[config.mk]
export PLATFORM = sky130hd
export DESIGN_NAME = video_timing_gen
export DESIGN_NICKNAME = d
export VERILOG_FILES = /design/src/rtl/video_timing_gen.sv
export SDC_FILE = /design/constraint.sdc
export NUM_CORES = 1
export LEC_CHECK = 0
export BUFFER_PORTS_ARGS = -buffer_cell sky130_fd_sc_hd__buf_4
export CAP_MARGIN = 0
export CORE_AREA = 2 2 66 68
export DETAILED_ROUTE_END_ITERATION = 10
export DIE_AREA = 0 0 68 70
export GPL_TIMING_DRIVEN = 0
export PLACE_DENSITY = 0.77
export SYNTH_ARGS = -nofsm -noshare
export SYNTH_HDL_FRONTEND = slang
export SYNTH_SLANG_ARGS = --single-unit
[constraint.sdc]
create_clock -name i_clk -period 3.2 [get_ports i_clk]
set_input_delay 0.16 -clock i_clk [delete_from_list [all_inputs] [get_ports i_clk]]
set_output_delay 0.16 -clock i_clk [all_outputs]
set_load 0.005 [all_outputs]
[src/rtl/video_timing_gen.sv]
// rtl/video_timing_gen.sv - raster timing generator (hsync/vsync/de/x/y) gated by PLL lock qualification.
// Optional macro VIDEO_TIMING_GEN_PREFETCH_EN adds o_req/o_nx/o_ny, leading o_de/o_x/o_y by one cycle.
module video_timing_gen #(
  parameter int H_ACTIVE    = 640,
  parameter int H_FP        = 16,
  parameter int H_SYNC      = 96,
  parameter int H_BP        = 48,
  parameter int V_ACTIVE    = 480,
  parameter int V_FP        = 10,
  parameter int V_SYNC      = 2,
  parameter int V_BP        = 33,
  parameter int H_POL       = 0,
  parameter int V_POL       = 0,
  parameter int LOCK_CYCLES = 1024
) (
  input  logic        i_clk,
  input  logic        i_rst,
  input  logic        i_lock,
  input  logic        i_en,
  output logic        o_run,
  output logic        o_hsync,
  output logic        o_vsync,
  output logic        o_de,
  output logic [10:0] o_x,
  output logic [10:0] o_y,
  output logic        o_sof,
`ifdef VIDEO_TIMING_GEN_PREFETCH_EN
  output logic        o_req,
  output logic [10:0] o_nx,
  output logic [10:0] o_ny,
`endif
  output logic        o_sol
);

  localparam int H_TOTAL = H_ACTIVE + H_FP + H_SYNC + H_BP;
  localparam int V_TOTAL = V_ACTIVE + V_FP + V_SYNC + V_BP;
  localparam int LW      = $clog2(LOCK_CYCLES + 1);

  if (H_TOTAL > 2048 || V_TOTAL > 2048) begin : g_size_check
    $error("video_timing_gen: H_TOTAL/V_TOTAL must not exceed 2048");
  end

  // 12-bit bounds so a boundary equal to 2048 does not alias to zero
  localparam logic [11:0] H_ACT_C  = 12'(H_ACTIVE);
  localparam logic [11:0] HS_BEG_C = 12'(H_ACTIVE + H_FP);
  localparam logic [11:0] HS_END_C = 12'(H_ACTIVE + H_FP + H_SYNC);
  localparam logic [11:0] V_ACT_C  = 12'(V_ACTIVE);
  localparam logic [11:0] VS_BEG_C = 12'(V_ACTIVE + V_FP);
  localparam logic [11:0] VS_END_C = 12'(V_ACTIVE + V_FP + V_SYNC);
  localparam logic [10:0] H_LAST   = 11'(H_TOTAL - 1);
  localparam logic [10:0] V_LAST   = 11'(V_TOTAL - 1);
  localparam logic [LW-1:0] LOCK_LAST = LW'(LOCK_CYCLES - 1);
  localparam logic HP = (H_POL != 0);
  localparam logic VP = (V_POL != 0);

  typedef enum logic [1:0] {WAIT_LOCK, IDLE, RUN} state_t;

  state_t        state, state_nxt;
  logic          lock_meta, lock_s;
  logic [LW-1:0] lock_cnt, lock_cnt_nxt;
  logic [10:0]   h, v, h_nxt, v_nxt;
  logic          h_last, v_last;
  logic          run_nxt, de_nxt, hs_act, vs_act, sof_nxt, sol_nxt;

  assign h_last = (h == H_LAST);
  assign v_last = (v == V_LAST);

  always_ff @(posedge i_clk) begin
    if (i_rst) begin
      lock_meta <= 1'b0;
      lock_s    <= 1'b0;
      state     <= WAIT_LOCK;
      lock_cnt  <= '0;
      h         <= '0;
      v         <= '0;
    end else begin
      lock_meta <= i_lock;
      lock_s    <= lock_meta;
      state     <= state_nxt;
      lock_cnt  <= lock_cnt_nxt;
      h         <= h_nxt;
      v         <= v_nxt;
    end
  end

  // Lock loss overrides everything; counters fall back to zero outside RUN
  always_comb begin
    state_nxt    = state;
    lock_cnt_nxt = '0;
    h_nxt        = '0;
    v_nxt        = '0;
    if (!lock_s) begin
      state_nxt = WAIT_LOCK;
    end else begin
      case (state)
        WAIT_LOCK: begin
          if (lock_cnt == LOCK_LAST) state_nxt = IDLE;
          else                       lock_cnt_nxt = lock_cnt + 1'b1;
        end
        IDLE: begin
          if (i_en) state_nxt = RUN;
        end
        RUN: begin
          h_nxt = h_last ? 11'd0 : h + 11'd1;
          v_nxt = h_last ? (v_last ? 11'd0 : v + 11'd1) : v;
          if (!i_en && h_last && v_last) state_nxt = IDLE;
        end
        default: state_nxt = WAIT_LOCK;
      endcase
    end
  end

  // Decode the upcoming (h, v) so the registered outputs describe the current position
  always_comb begin
    run_nxt = (state_nxt == RUN);
    de_nxt  = run_nxt && ({1'b0, h_nxt} < H_ACT_C) && ({1'b0, v_nxt} < V_ACT_C);
    hs_act  = run_nxt && ({1'b0, h_nxt} >= HS_BEG_C) && ({1'b0, h_nxt} < HS_END_C);
    vs_act  = run_nxt && ({1'b0, v_nxt} >= VS_BEG_C) && ({1'b0, v_nxt} < VS_END_C);
    sol_nxt = run_nxt && (h_nxt == 11'd0);
    sof_nxt = sol_nxt && (v_nxt == 11'd0);
  end

  always_ff @(posedge i_clk) begin
    if (i_rst) begin
      o_run   <= 1'b0;
      o_de    <= 1'b0;
      o_hsync <= ~HP;
      o_vsync <= ~VP;
      o_x     <= '0;
      o_y     <= '0;
      o_sof   <= 1'b0;
      o_sol   <= 1'b0;
    end else begin
      o_run   <= run_nxt;
      o_de    <= de_nxt;
      o_hsync <= hs_act ? HP : ~HP;
      o_vsync <= vs_act ? VP : ~VP;
      o_x     <= h_nxt;
      o_y     <= v_nxt;
      o_sof   <= sof_nxt;
      o_sol   <= sol_nxt;
    end
  end

`ifdef VIDEO_TIMING_GEN_PREFETCH_EN
  // Combinational look-ahead so the IDLE->RUN cycle can already request pixel (0,0)
  assign o_req = !i_rst && de_nxt;
  assign o_nx  = i_rst ? 11'd0 : h_nxt;
  assign o_ny  = i_rst ? 11'd0 : v_nxt;
`endif

endmodule
==> reports/metrics.csv <==
stage,metric,value,unit
run_status,run status,"finished, final reports clean",
yosys,Yosys top cell area share,0.389,
worst_setup_path,Crit Path Max Fanout,10,
clock_tree,worst skew pair latency,0.30,ns
yosys,"Primary FF master, synth",dfxtp_1,
placement,placed cell area,2510,um^2
flow_run,maxcap violations,0,
placement,routability cong.,0.895,
floorplan,core footprint,4140,um^2
worst_setup_path,"delay-heaviest family, CP",simple AND/OR/NAND/NOR gates,
yosys,Synth Instances,262,
layout,synthesis-to-layout area growth,20.4,%
detailed_routing,Residual DRC,0,
clock_tree,Worst-path clk slew,0.08,ns
detailed_routing,first-pass iteration count of the detailed router,4,
yosys,synth top area cells,"dfxtp_1 (39%), nor2_1 (7.1%), xor2_1 (5.1%)",
layout,NumNets Final,309,
timing,Slew Limit Headroom,0.497,
layout,post-route cell area,2660,um^2
clock_tree,Post-CTS Hold Fix Bufs,0,
yosys,Async SR Flop Fraction,0,
worst_setup_path,CP cell instances,"ha_1, nand4_1, or3_1, buf_6, or4_4, and2_4, nor4b_4, o2111ai_1",
power,post-route total power,1.05,mW
floorplan,DIE AREA,4760,um^2
yosys,sequential share of the synthesized area,0.389,
timing,RSZ-0062 raised after global routing,false,
floorplan,chip height,70,um
grt,busiest layer in global routing,met2,
worst_setup_path,CP arrival,3.15,ns
floorplan,Starting Density,0.534,
floorplan,# rows,24,
yosys,Mean Syn Cell Area,8.44,um^2
grt,largest net degree at the start of global routing,15,
timing,max-slew violations,0,
layout,proportion of layout cells with a drive suffix above 1,0.175,
yosys,mapped cell area,2210,um^2
yosys,number of synthesized flops with an enable pin,0,
yosys,Post-synth top cells,"dfxtp_1 (43), nor2_1 (42), nand2_1 (21)",
power,Max VDD drop,339,uV
grt,GR Overflow Total,0,
yosys,Synth cell types,50,
worst_setup_path,Crit Path Class,reg2reg,
timing,fmax,334,MHz
power,P_leak,0.953,nW
timing,Final min period,2.99,ns
grt,GRT met1 Usage,0.300,
worst_setup_path,Worst EP required,3.36,ns
min_path,Hold WC Path Type,in2reg,
timing,Clock Skew,0.00574,ns
detailed_routing,Via Count,2009,
timing,final setup margin,0.206,ns
clock_tree,H-tree depth,2,
placement,PortBufs,31,
grt,initial antenna violation count,0,
yosys,most common cell in the netlist,dfxtp_1,
timing,Setup-failing EPs final,0,
placement,Place WS,0.000741,ns
grt,first-pass GRT wire length,8140,um
yosys,Mapped Nets,270,
floorplan,Die Span X,68,um
yosys,"area leader, netlist",dfxtp_1,
worst_setup_path,CP Capture Type,flop,
timing,final hold slack,0.0713,ns
yosys,Yosys reg bits,43,
detailed_routing,total wire length,4790,um
layout,final core utilization,0.643,
detailed_routing,"antenna viol nets, final",0,
floorplan,# IOs,32,
worst_setup_path,CP max stage cell,or4_4,
worst_setup_path,WP buf/inv,1,
yosys,YS warnings,0,
detailed_routing,Routed WL per cell,13.5,um
clock_tree,clk sink count,43,
worst_setup_path,CP max stage delay,0.51,ns
clock_tree,maximum buffer depth of the clock tree,2,
clock_tree,root buffer cell,clkbuf_8,
grt,M3 GR Usage,0.0483,
layout,Non-Filler Instances,354,
timing,Tcrit/Tclk final,0.936,
timing,Worst Max-Slew Pin Slew,0.747,ns
placement,DP HPWL,3480,um
grt,vias in the first global route,1821,
grt,met2 usage,0.353,
detailed_routing,drt initial violations,171,
grt,All-Layer GR Usage,0.219,
timing,TNS Setup,0,ns
timing,Hold Fails Final Rpt,0,
clock_tree,TritonCTS clock tree,built,
power,Cell Pwr Density,394,nW/um^2
placement,Post-Place Cells,345,
detailed_routing,Vias/cell,5.68,
worst_setup_path,Startpoint Class,flop,
layout,ANT cells,0,
clock_tree,cts bufs inserted,5,
cells by family after synthesis:
family                     Yosys count  synth area share
buffers and inverters               19            0.0396
AOI/OAI and AO/OA                   35             0.110
DFF                                 43             0.389
muxes                                3            0.0198
adders and majority gates            4            0.0226
xor gates and xnor gates            25            0.0990
and+or+nand+nor                    133             0.320
placed cells by master (no fill, tap or decap), drive strengths merged, types with 5 or more instances in the layout:
| master | instances |
|---|---|
| dfxtp | 43 |
| nor2 | 42 |
| buf | 36 |
| nand2 | 21 |
| clkbuf | 15 |
| nand3 | 13 |
| xor2 | 13 |
| xnor2 | 12 |
| nor4 | 7 |
| or3 | 7 |
| a21oi | 7 |
| nor3 | 7 |
| nand4 | 6 |
| o21ai | 6 |
| inv | 5 |
| and4 | 5 |
| and3 | 5 |
worst register-to-register path: cells and delay by family (launching register included):
kind	cells	cell delay, ns
adder cells (fa/ha/maj)	1	0.39
AO/OA/AOI/OAI	1	0.15
flip-flops	1	0.44
buffers and inverters	1	0.15
AND/OR/NAND/NOR	5	1.71
layer usage:
layer  part of all wire  wire, um
met5                  0         0
met1               0.47      2250
met3              0.046       222
met4             0.0081        39
met2               0.48      2280
flip-flops by register name (all words and copies together), names as in the netlist:
signal,flops
lock_cnt,11
lock_meta,1
lock_s,1
o_de,1
o_hsync,1
o_run,1
o_sof,1
o_sol,1
o_vsync,1
o_x,11
o_y,11
state,2
cell type report:
class                      count  area, um^2
buffer                        13        65.1
multi-input combinational    200        1270
fill                         370        1480
sequential                    43         861
clock buffer                   5        68.8
clock inverter                 3        67.6
inverter                       5        18.8
timing repair buffer          33         248
tap                           52        65.1
path summary, 6_finish.rpt:
kind	slack [ns]	startpoint	endpoint	cells past startpoint
worst min-delay path	0.07	i_lock	lock_meta	2
worst max-delay path	0.21	o_x[0]	o_vsync	8
worst min register to register	0.46	lock_meta	lock_s	1
worst max register to register	0.21	o_x[0]	o_vsync	8
power breakdown:
| part | internal, mW | leakage, nW | switching (mW) | total (mW) |
|---|---|---|---|---|
| Clock | 0.311 | 0.0644 | 0.193 | 0.504 |
| Combinational | 0.00390 | 0.541 | 0.00429 | 0.00820 |
| Sequential | 0.536 | 0.347 | 0.000758 | 0.537 |
timing repair:
action                     in CTS  in global routing
resized for setup               0                  2
pin swaps                       1                  0
setup endpoints to repair       2                  3
setup buffers                   2                  0
No activity file was read; power rests on OpenSTA's default activity.
